$ cat src/rtl/threshold_sequencer_pkg.sv
// Shared phase encodings and offset limits for the adaptive-thresholding pipeline.
package threshold_sequencer_pkg;

  typedef enum logic [2:0] {
    ST_IDLE   = 3'd0,
    ST_BOX    = 3'd1,
    ST_THRESH = 3'd2,
    ST_DONE   = 3'd3,
    ST_ERROR  = 3'd7
  } state_e;

  localparam int                 C_WIDTH = 5;
  localparam logic [C_WIDTH-1:0] C_MAX   = 5'd31;

  function automatic logic is_busy(input state_e s);
    return (s == ST_BOX) || (s == ST_THRESH);
  endfunction

endpackage

$ cat src/rtl/threshold_sequencer_c_offset_reg.sv
// Saturating up/down register for the filter offset C; pulses outside en are dropped.
module c_offset_reg
  import threshold_sequencer_pkg::*;
#(
  parameter int C_DEFAULT = 2
) (
  input  logic               clock,
  input  logic               not_reset,
  input  logic               en,
  input  logic               inc,
  input  logic               dec,
  output logic [C_WIDTH-1:0] c
);

  logic [C_WIDTH-1:0] c_q, c_d;

  // Simultaneous inc and dec cancel out.
  always_comb begin
    c_d = c_q;
    if (en && inc && !dec && (c_q != C_MAX))
      c_d = c_q + C_WIDTH'(1);
    else if (en && dec && !inc && (c_q != '0))
      c_d = c_q - C_WIDTH'(1);
  end

  always_ff @(posedge clock or negedge not_reset) begin
    if (!not_reset) c_q <= C_DEFAULT[C_WIDTH-1:0];
    else            c_q <= c_d;
  end

  assign c = c_q;

endmodule

$ cat src/rtl/threshold_sequencer.sv
// Phase controller: IDLE -> BOX -> THRESH -> DONE with per-phase timeout,
// busy-cycle counter, offset C ownership and middle-RAM read-port arbitration.
module threshold_sequencer
  import threshold_sequencer_pkg::*;
#(
  parameter int WIDTH_BITS     = 8,
  parameter int HEIGHT_BITS    = 8,
  parameter int C_DEFAULT      = 2,
  parameter int CNT_BITS       = 24,
  parameter int TIMEOUT_CYCLES = 2**20
) (
  input  logic                   clock,
  input  logic                   not_reset,
  input  logic                   iStart,
  input  logic                   iAbort,
  input  logic                   iCInc,
  input  logic                   iCDec,
  input  logic                   iBoxFinished,
  input  logic                   iThrFinished,
  output logic [2:0]             global_state,
  output logic [C_WIDTH-1:0]     C,
  output logic                   oBusy,
  output logic [CNT_BITS-1:0]    oCycles,
  input  logic [WIDTH_BITS-1:0]  iThrRdCol,
  input  logic [HEIGHT_BITS-1:0] iThrRdRow,
  input  logic [WIDTH_BITS-1:0]  iHostRdCol,
  input  logic [HEIGHT_BITS-1:0] iHostRdRow,
  output logic [WIDTH_BITS-1:0]  oRdCol,
  output logic [HEIGHT_BITS-1:0] oRdRow,
  output logic                   oHostGrant
);

  localparam int                  TMR_BITS = (TIMEOUT_CYCLES > 1) ? $clog2(TIMEOUT_CYCLES) : 1;
  localparam logic [TMR_BITS-1:0] TMR_LAST = TMR_BITS'(TIMEOUT_CYCLES - 1);

  state_e              state_q, state_d;
  logic [TMR_BITS-1:0] tmr_q, tmr_d;
  logic [CNT_BITS-1:0] cycles_q, cycles_d;
  logic                first_q, first_d;
  logic                busy_q, busy_d;
  logic                grant_q, grant_d;
  logic                fin;
  logic                c_en;

  // finished levels are stale during the first cycle of a phase
  always_comb begin
    state_d = state_q;
    case (state_q)
      ST_BOX:    fin = iBoxFinished && !first_q;
      ST_THRESH: fin = iThrFinished && !first_q;
      default:   fin = 1'b0;
    endcase
    if (iAbort)
      state_d = ST_IDLE;
    else if (is_busy(state_q)) begin
      if (fin) begin
        if (state_q == ST_BOX) state_d = ST_THRESH;
        else                   state_d = ST_DONE;
      end else if (tmr_q == TMR_LAST)
        state_d = ST_ERROR;
    end else if (iStart)
      state_d = ST_BOX;
  end

  always_comb begin
    first_d  = (state_d != state_q);
    tmr_d    = tmr_q;
    cycles_d = cycles_q;
    if (first_d)
      tmr_d = '0;
    else if (is_busy(state_q))
      tmr_d = tmr_q + TMR_BITS'(1);
    // A new run restarts the count; an aborting edge does not count.
    if ((state_d == ST_BOX) && (state_q != ST_BOX))
      cycles_d = '0;
    else if (is_busy(state_q) && !iAbort && (cycles_q != '1))
      cycles_d = cycles_q + CNT_BITS'(1);
    busy_d  = is_busy(state_d);
    grant_d = (state_d != ST_THRESH);
    c_en    = (state_q == ST_IDLE) || (state_q == ST_DONE) || (state_q == ST_ERROR);
  end

  always_ff @(posedge clock or negedge not_reset) begin
    if (!not_reset) begin
      state_q  <= ST_IDLE;
      tmr_q    <= '0;
      cycles_q <= '0;
      first_q  <= 1'b0;
      busy_q   <= 1'b0;
      grant_q  <= 1'b1;
    end else begin
      state_q  <= state_d;
      tmr_q    <= tmr_d;
      cycles_q <= cycles_d;
      first_q  <= first_d;
      busy_q   <= busy_d;
      grant_q  <= grant_d;
    end
  end

  c_offset_reg #(
    .C_DEFAULT (C_DEFAULT)
  ) u_c_offset (
    .clock     (clock),
    .not_reset (not_reset),
    .en        (c_en),
    .inc       (iCInc),
    .dec       (iCDec),
    .c         (C)
  );

  assign global_state = state_q;
  assign oBusy        = busy_q;
  assign oCycles      = cycles_q;
  assign oHostGrant   = grant_q;
  assign oRdCol       = grant_q ? iHostRdCol : iThrRdCol;
  assign oRdRow       = grant_q ? iHostRdRow : iThrRdRow;

endmodule

$ cat config.mk
export PLATFORM = sky130hd
export DESIGN_NAME = threshold_sequencer
export DESIGN_NICKNAME = d
export VERILOG_FILES = /design/src/rtl/threshold_sequencer_pkg.sv /design/src/rtl/threshold_sequencer_c_offset_reg.sv /design/src/rtl/threshold_sequencer.sv
export SDC_FILE = /design/constraint.sdc
export NUM_CORES = 1
export LEC_CHECK = 0
export CAP_MARGIN = 5
export CORE_ASPECT_RATIO = 0.6
export CORE_MARGIN = 10
export CORE_UTILIZATION = 25
export CTS_BUF_LIST = sky130_fd_sc_hd__clkbuf_16
export DETAILED_ROUTE_END_ITERATION = 8
export GPL_TIMING_DRIVEN = 0
export HOLD_SLACK_MARGIN = 0.12
export PLACE_DENSITY_LB_ADDON = 0.3
export SLEW_MARGIN = 20
export SYNTH_ARGS = -nofsm -noshare
export SYNTH_HDL_FRONTEND = slang
export SYNTH_SLANG_ARGS = --single-unit
$ cat constraint.sdc
create_clock -name clock -period 2.45 [get_ports clock]
set_input_delay 0.3675 -clock clock [delete_from_list [all_inputs] [get_ports clock]]
set_output_delay 0.3675 -clock clock [all_outputs]
set_load 0.02 [all_outputs]
==> impl_metrics.json, run 1 <==
{
  "status": "finished, final reports clean",
  "setup_violations": 0,
  "antenna_found_initial": 0,
  "clk_path_buf_depth": 2,
  "io_pins": 90,
  "drt_iter0_markers": 200,
  "ant_nets": 0,
  "route.detailed.drc": 0,
  "start_kind": "register",
  "fin_crit_ns": 2.393,
  "arrival_ns": 2.03,
  "cts_root_buf": "clkbuf_16",
  "crit_required_ns": 2.08,
  "clock_skew_ns": 0.005119,
  "final_net_count": 479,
  "post-route-period-util_pct": 97.67,
  "layout_commonest_cell": "clkdlybuf4s50_1",
  "clkSinkCount": 55,
  "critical_path_class": "register to primary output",
  "synth.ff_latch_count": 55,
  "routedWlPerCell_um": 14.77,
  "clkLatencyLatePin_ns": 0.29,
  "power_per_cell_area_nw_per_um2": 683.0,
  "gp_congestion": 0.8185,
  "fp.dieH_um": 106.6,
  "slew_headroom_pct": 53.30,
  "cp-end-kind": "primary output",
  "min_path_type": "primary input to async pin",
  "yosysSeqAreaShare_pct": 44.10,
  "synth.top_cell.area_share_pct": 42.42,
  "die_w_um": 164.4,
  "io_buffers": 89,
  "core_um2": 12140,
  "initial_core_util_pct": 25.75,
  "crit_fanout": 10,
  "crit_path_max_incr_delay_ns": 0.63,
  "power_mw": 3.070,
  "yosysUniqueCellTypes": 44,
  "hold_viol": 0,
  "r2r-end": "u_c_offset.c[4]",
  "yosysTopAreaCell": "dfrtp_1",
  "grt-ovfl-total": 0,
  "fin_setup_tns_ns": 0,
  "drv_slew": 0,
  "cts_tree": "built",
  "r2r_slack_ns": 0.09,
  "fin_area_um2": 4494,
  "areaGrowthSynthToFinish_pct": 43.74,
  "drive_gt1_share_pct": 13.82,
  "critPathSlowestCell": "dfstp_2",
  "synth_area_leaders": "dfrtp_1 (42%), xor2_1 (7.3%), mux2_2 (6.8%)",
  "synth_nets": 375,
  "cp_cell_sequence": "buf_4 -> mux2_2 -> clkdlybuf4s50_1",
  "die_area_um2": 17530,
  "cap_violations": 0,
  "instances_no_fill": 599,
  "ys.warnings.count": 0,
  "synthCells": 329,
  "max_freq_mhz": 417.9,
  "cts_buffers": 5,
  "hpwl_um": 6816,
  "drt_wl_total_um": 8849,
  "rows": 31,
  "final_cell_mix": "clkdlybuf4s50_1 (80), dfrtp_1 (51), nor2_1 (44)",
  "synth_area_per_cell_um2": 9.504,
  "diodes": 0,
  "grt_pass1_wl_um": 14110,
  "vias_per_cell": 4.559,
  "grt_pass1_vias": 2605,
  "ctsHoldBuffers": 0,
  "tightest_slew_ns": 0.7005,
  "syn_area_um2": 3127,
  "r2r_cells": 9,
  "clk_pin_slew_ns": 0.07,
  "leakage_nw": 1.839,
  "dpl_cell_area_um2": 4224,
  "cts-htree-levels": 2,
  "vias": 2731,
  "grt_max_degree": 56,
  "grt_usage_pct": 9.626,
  "first_pass_iters": 5,
  "crit-reg2reg-launch": "global_state[2]",
  "dp.cells": 583,
  "rsz0062_at_grt": "yes",
  "max-vdd-ir-drop_mv": 0.3099
}
==> worst max path at each step <==
stage / cells after the start / end / slack (ns) / start
after floorplan: 10 / u_c_offset.c[4] / 0.02 / global_state[0]
after global placement: 1 / oCycles[0] / -0.78 / not_reset
after detailed placement: 10 / u_c_offset.c[4] / -0.25 / global_state[2]
after CTS: 3 / oRdRow[4] / 0.002 / oHostGrant
after global routing: 9 / u_c_offset.c[4] / -0.1 / global_state[2]
final: 3 / oRdRow[4] / 0.06 / oHostGrant
==> power breakdown <==
| group | internal, mW | switching, mW |
|---|---|---|
| logic | 0.600 | 0.578 |
| registers | 1.03 | 0.155 |
| clock network | 0.378 | 0.332 |
| total | 2.01 | 1.06 |
==> through the flow <==
step                      util, %  worst slack, ns  hold WS (ns)
final                       37.02          0.05703        0.1135
after global routing        37.02         -0.09957        0.1845
after CTS                   35.99         0.002378        0.1552
after detailed placement    34.79          -0.2452        0.4745
after global placement      34.81          -0.7813        0.5099
after floorplan                 -          0.01978       0.07191
==> per-layer routing <==
layer  GRT usage [%]  part of all wire [%]  vias to the layer above  wire length [µm]
li1                -                     -                     1358                 -
met1           14.12                    51                     1280              4529
met2           13.66                    39                       89              3420
met3           2.750                   9.5                        4               845
met4           1.889                  0.61                        0                54
met5               0                     0                        -                 0
==> what timing repair did <==
action / 4_1_cts / 5_1_grt
pin swaps: 1 / 9
resized for setup: 13 / 11
endpoints found under the setup margin: 18 / 6
buffers inserted: 2 / 8
cloned: 0 / 1
==> logic make-up after synthesis <==
family / synth area share, %
DFF: 44.10
buffers and inverters: 2.121
muxes: 7.483
AOI/OAI and AO/OA: 6.923
xor gates and xnor gates: 11.44
and+or+nand+nor: 25.29
adders and majority gates: 2.641
==> cells in the mapped netlist (all sizes together) <==
cell     instances
o22ai            1
a21o             3
buf              3
nand3b           3
nor3b            2
ha               5
and4             2
o31ai            1
or4              1
and3             8
inv              5
clkbuf           8
a31oi            2
dfstp            2
nand2b           2
o21ai           13
xnor2           14
a21oi           15
and2             3
nor2b            2
a311o            1
mux2            19
nor4             1
and3b            3
or4b             1
nor3            12
o31a             1
fa               1
nor4b            2
nand2           27
or3              9
dfrtp           53
nor2            46
nand4           12
nand3           17
xor2            26
mux2i            2
o2111ai          1
==> worst max-delay path: cells and delay by family, from the launching register on <==
family / cells / cell delay (ns)
DFF: 1 / 0.63
buffers and inverters: 2 / 0.76
muxes: 1 / 0.34
==> cell type report <==
| type | count | area, µm² |
|---|---|---|
| Buffer | 8 | 43.79 |
| Clock buffer | 5 | 125.1 |
| Clock inverter | 3 | 20.02 |
| Fill cell | 1222 | 7646 |
| Inverter | 5 | 18.77 |
| Multi-Input combinational cell | 258 | 1738 |
| Sequential cell | 55 | 1384 |
| Tap cell | 165 | 206.4 |
| Timing Repair Buffer | 100 | 958.4 |
==> registers in the layout, summed over array words and instances (netlist names) <==
name	count
first_q	1
oBusy	1
global_state	3
oHostGrant	1
u_c_offset.c	5
oCycles	24
tmr_q	20
No activity file was read; power rests on OpenSTA's default activity.
==> run 2: changes to the inputs <==
--- a/config.mk
+++ b/config.mk
@@ -11,6 +11,7 @@
 export CORE_UTILIZATION = 25
 export CTS_BUF_LIST = sky130_fd_sc_hd__clkbuf_16
 export DETAILED_ROUTE_END_ITERATION = 8
+export DONT_BUFFER_PORTS = 1
 export GPL_TIMING_DRIVEN = 0
 export HOLD_SLACK_MARGIN = 0.12
 export PLACE_DENSITY_LB_ADDON = 0.3
==> run 2 against run 1 <==
  * The run now ends with setup timing left
  * Final cell count fell by 13%
  * Sequential power grew 9%
  * Clock power rose by 1%
  * Highest routed layer unchanged
  * Sequential share of layout area up 6.2 points
  * Non-clock buffer count fell by 81
  * Register-to-register slack got worse by 0.13 ns
==> impl_metrics.json, run 2 (synthesis gave the netlist of run 1 again) <==
{
  "core_um2": 12140,
  "dpl_cell_area_um2": 3336,
  "first_pass_iters": 4,
  "hold_viol": 0,
  "final_cell_mix": "dfrtp_1 (49), nor2_1 (44), nand2_1 (26), xor2_1 (26), nand3_1 (17)",
  "drt_iter0_markers": 152,
  "cts_tree": "built",
  "grt_max_degree": 56,
  "sw_frac_of_total_pct": 36.29,
  "p_int_mw": 1.849,
  "crit_path_max_incr_delay_ns": 0.50,
  "ant_nets": 0,
  "p_seq_share_pct": 44.4,
  "cts_root_buf": "clkbuf_16",
  "crit_required_ns": 2.67,
  "final_core_utilization_pct": 30.82,
  "layout_setup_ws_ns": -0.03955,
  "start_kind": "register",
  "crit_fanout": 7,
  "violations": "setup timing",
  "tightest_slew_ns": 0.4865,
  "io_pins": 90,
  "vias_per_cell": 4.817,
  "hpwl_um": 6546,
  "slew_headroom_pct": 67.30,
  "drv_slew": 0,
  "rows": 31,
  "final_net_count": 398,
  "critical_path_class": "register to register",
  "antenna_found_initial": 0,
  "setup_violations": 1,
  "clkLatencyLatePin_ns": 0.30,
  "io_buffers": 0,
  "switchingPower_mw": 1.053,
  "power_per_cell_area_nw_per_um2": 775.9,
  "cts-htree-levels": 2,
  "dp.cells": 494,
  "fp.dieH_um": 106.6,
  "grt_usage_pct": 9.460,
  "pwr-share-clk_pct": 24.8,
  "max-vdd-ir-drop_mv": 0.2716,
  "initial_core_util_pct": 25.75,
  "clock_skew_ns": 0.008092,
  "largest_reg_flops": 24,
  "cp-end-kind": "register",
  "arrival_ns": 2.71,
  "fin_crit_ns": 2.490,
  "clkSinkCount": 55,
  "grt-ovfl-total": 0,
  "fin_area_um2": 3741,
  "die_area_um2": 17530,
  "whs_ns": 0.1662,
  "die_w_um": 164.4,
  "post-route-period-util_pct": 101.6,
  "cpMostUsedCell": "a21oi_2",
  "clk_path_buf_depth": 2,
  "dp_slack_ns": -0.3847,
  "gp_congestion": 0.7811,
  "critPathSlowestCell": "dfrtp_2",
  "layout_commonest_cell": "dfrtp_1",
  "instances_no_fill": 519,
  "route.detailed.drc": 0,
  "grt_pass1_wl_um": 13430,
  "leakage_nw": 1.553,
  "status": "complete, but fails checks",
  "cap_violations": 0,
  "vias": 2500,
  "drt_wl_total_um": 8558,
  "cp_cell_sequence": "buf_8 -> nor3_4 -> a21oi_2 -> a31oi_1 -> nand3b_1 -> buf_6 -> fa_2 -> a21o_1 -> a21oi_2 -> mux2i_1 -> xor2_1",
  "comb_power_share_pct": 30.8,
  "grt_pass1_vias": 2466,
  "rsz0062_at_grt": "yes",
  "routedWlPerCell_um": 16.49,
  "clk_pin_slew_ns": 0.07,
  "min_path_type": "primary input to register",
  "cts_buffers": 5,
  "areaGrowthSynthToFinish_pct": 19.65,
  "max_freq_mhz": 401.7,
  "drive_gt1_share_pct": 20.11
}
==> run 2: per-layer routing <==
metal / vias to the layer above / GRT usage, % / wire length (µm)
li1: 1199 / - / -
met1: 1178 / 12.47 / 3902
met4: 0 / 2.834 / 103
met2: 113 / 14.06 / 3530
met3: 10 / 3.629 / 1022
met5: - / 0 / 0
==> run 2: final timing paths <==
| kind | start | cells after the start | slack (ns) | end |
|---|---|---|---|---|
| max | global_state[0] | 11 | -0.04 | u_c_offset.c[4] |
| max in group asynchronous | not_reset | 2 | 1.57 | global_state[0] |
| min | iAbort | 1 | 0.17 | global_state[1] |
| max reg2reg | global_state[0] | 11 | -0.04 | u_c_offset.c[4] |
| min reg2reg | tmr_q[15] | 2 | 0.54 | tmr_q[15] |
| min in group asynchronous | not_reset | 2 | 0.59 | u_c_offset.c[4] |
==> run 2: area by class of cell <==
type | instances | area, µm²
plain buffers | 11 | 76.32
well taps | 165 | 206.4
fillers | 1240 | 8399
diodes | 1 | 2.502
repair buffers | 16 | 146.4
clock inverters | 3 | 25.02
clock buffers | 5 | 125.1
multi-input cells | 258 | 1757
flip-flops and latches | 55 | 1384
inverters | 5 | 18.77
==> run 2: power groups by stage <==
stage	Clock [mW]	Sequential, mW	Combinational (mW)
after floorplan	0	1.25	0.570
after global placement	0	1.29	0.674
after detailed placement	0	1.30	0.690
after CTS	0.748	1.29	0.851
after global routing	0.784	1.31	0.994
final	0.720	1.29	0.895
==> run 2: timing repair <==
action | 4_1_cts | 5_1_grt
hold buffers | 2 | 0
buffers inserted | 12 | 3
gates resized for setup | 20 | 10
pin swaps | 7 | 1
hold endpoints to repair | 55 | 0
endpoints found under the setup margin | 13 | 19
==> run 2: critical path: cells and delay by family, from the launching register on <==
family / cells / cell delay, ns
and+or+nand+nor: 2 / 0.28
DFF: 1 / 0.50
adders and majority gates: 1 / 0.37
xor gates and xnor gates: 1 / 0.15
buffers and inverters: 2 / 0.32
muxes: 1 / 0.23
AOI/OAI and AO/OA: 4 / 0.57
==> run 2: per-stage QoR <==
step	setup TNS (ns)	power (mW)
floorplan	0	1.819
global placement	-0.6236	1.966
detailed placement	-0.6682	1.987
CTS	-0.02349	2.886
global route	-0.2570	3.092
finish	-0.03955	2.903
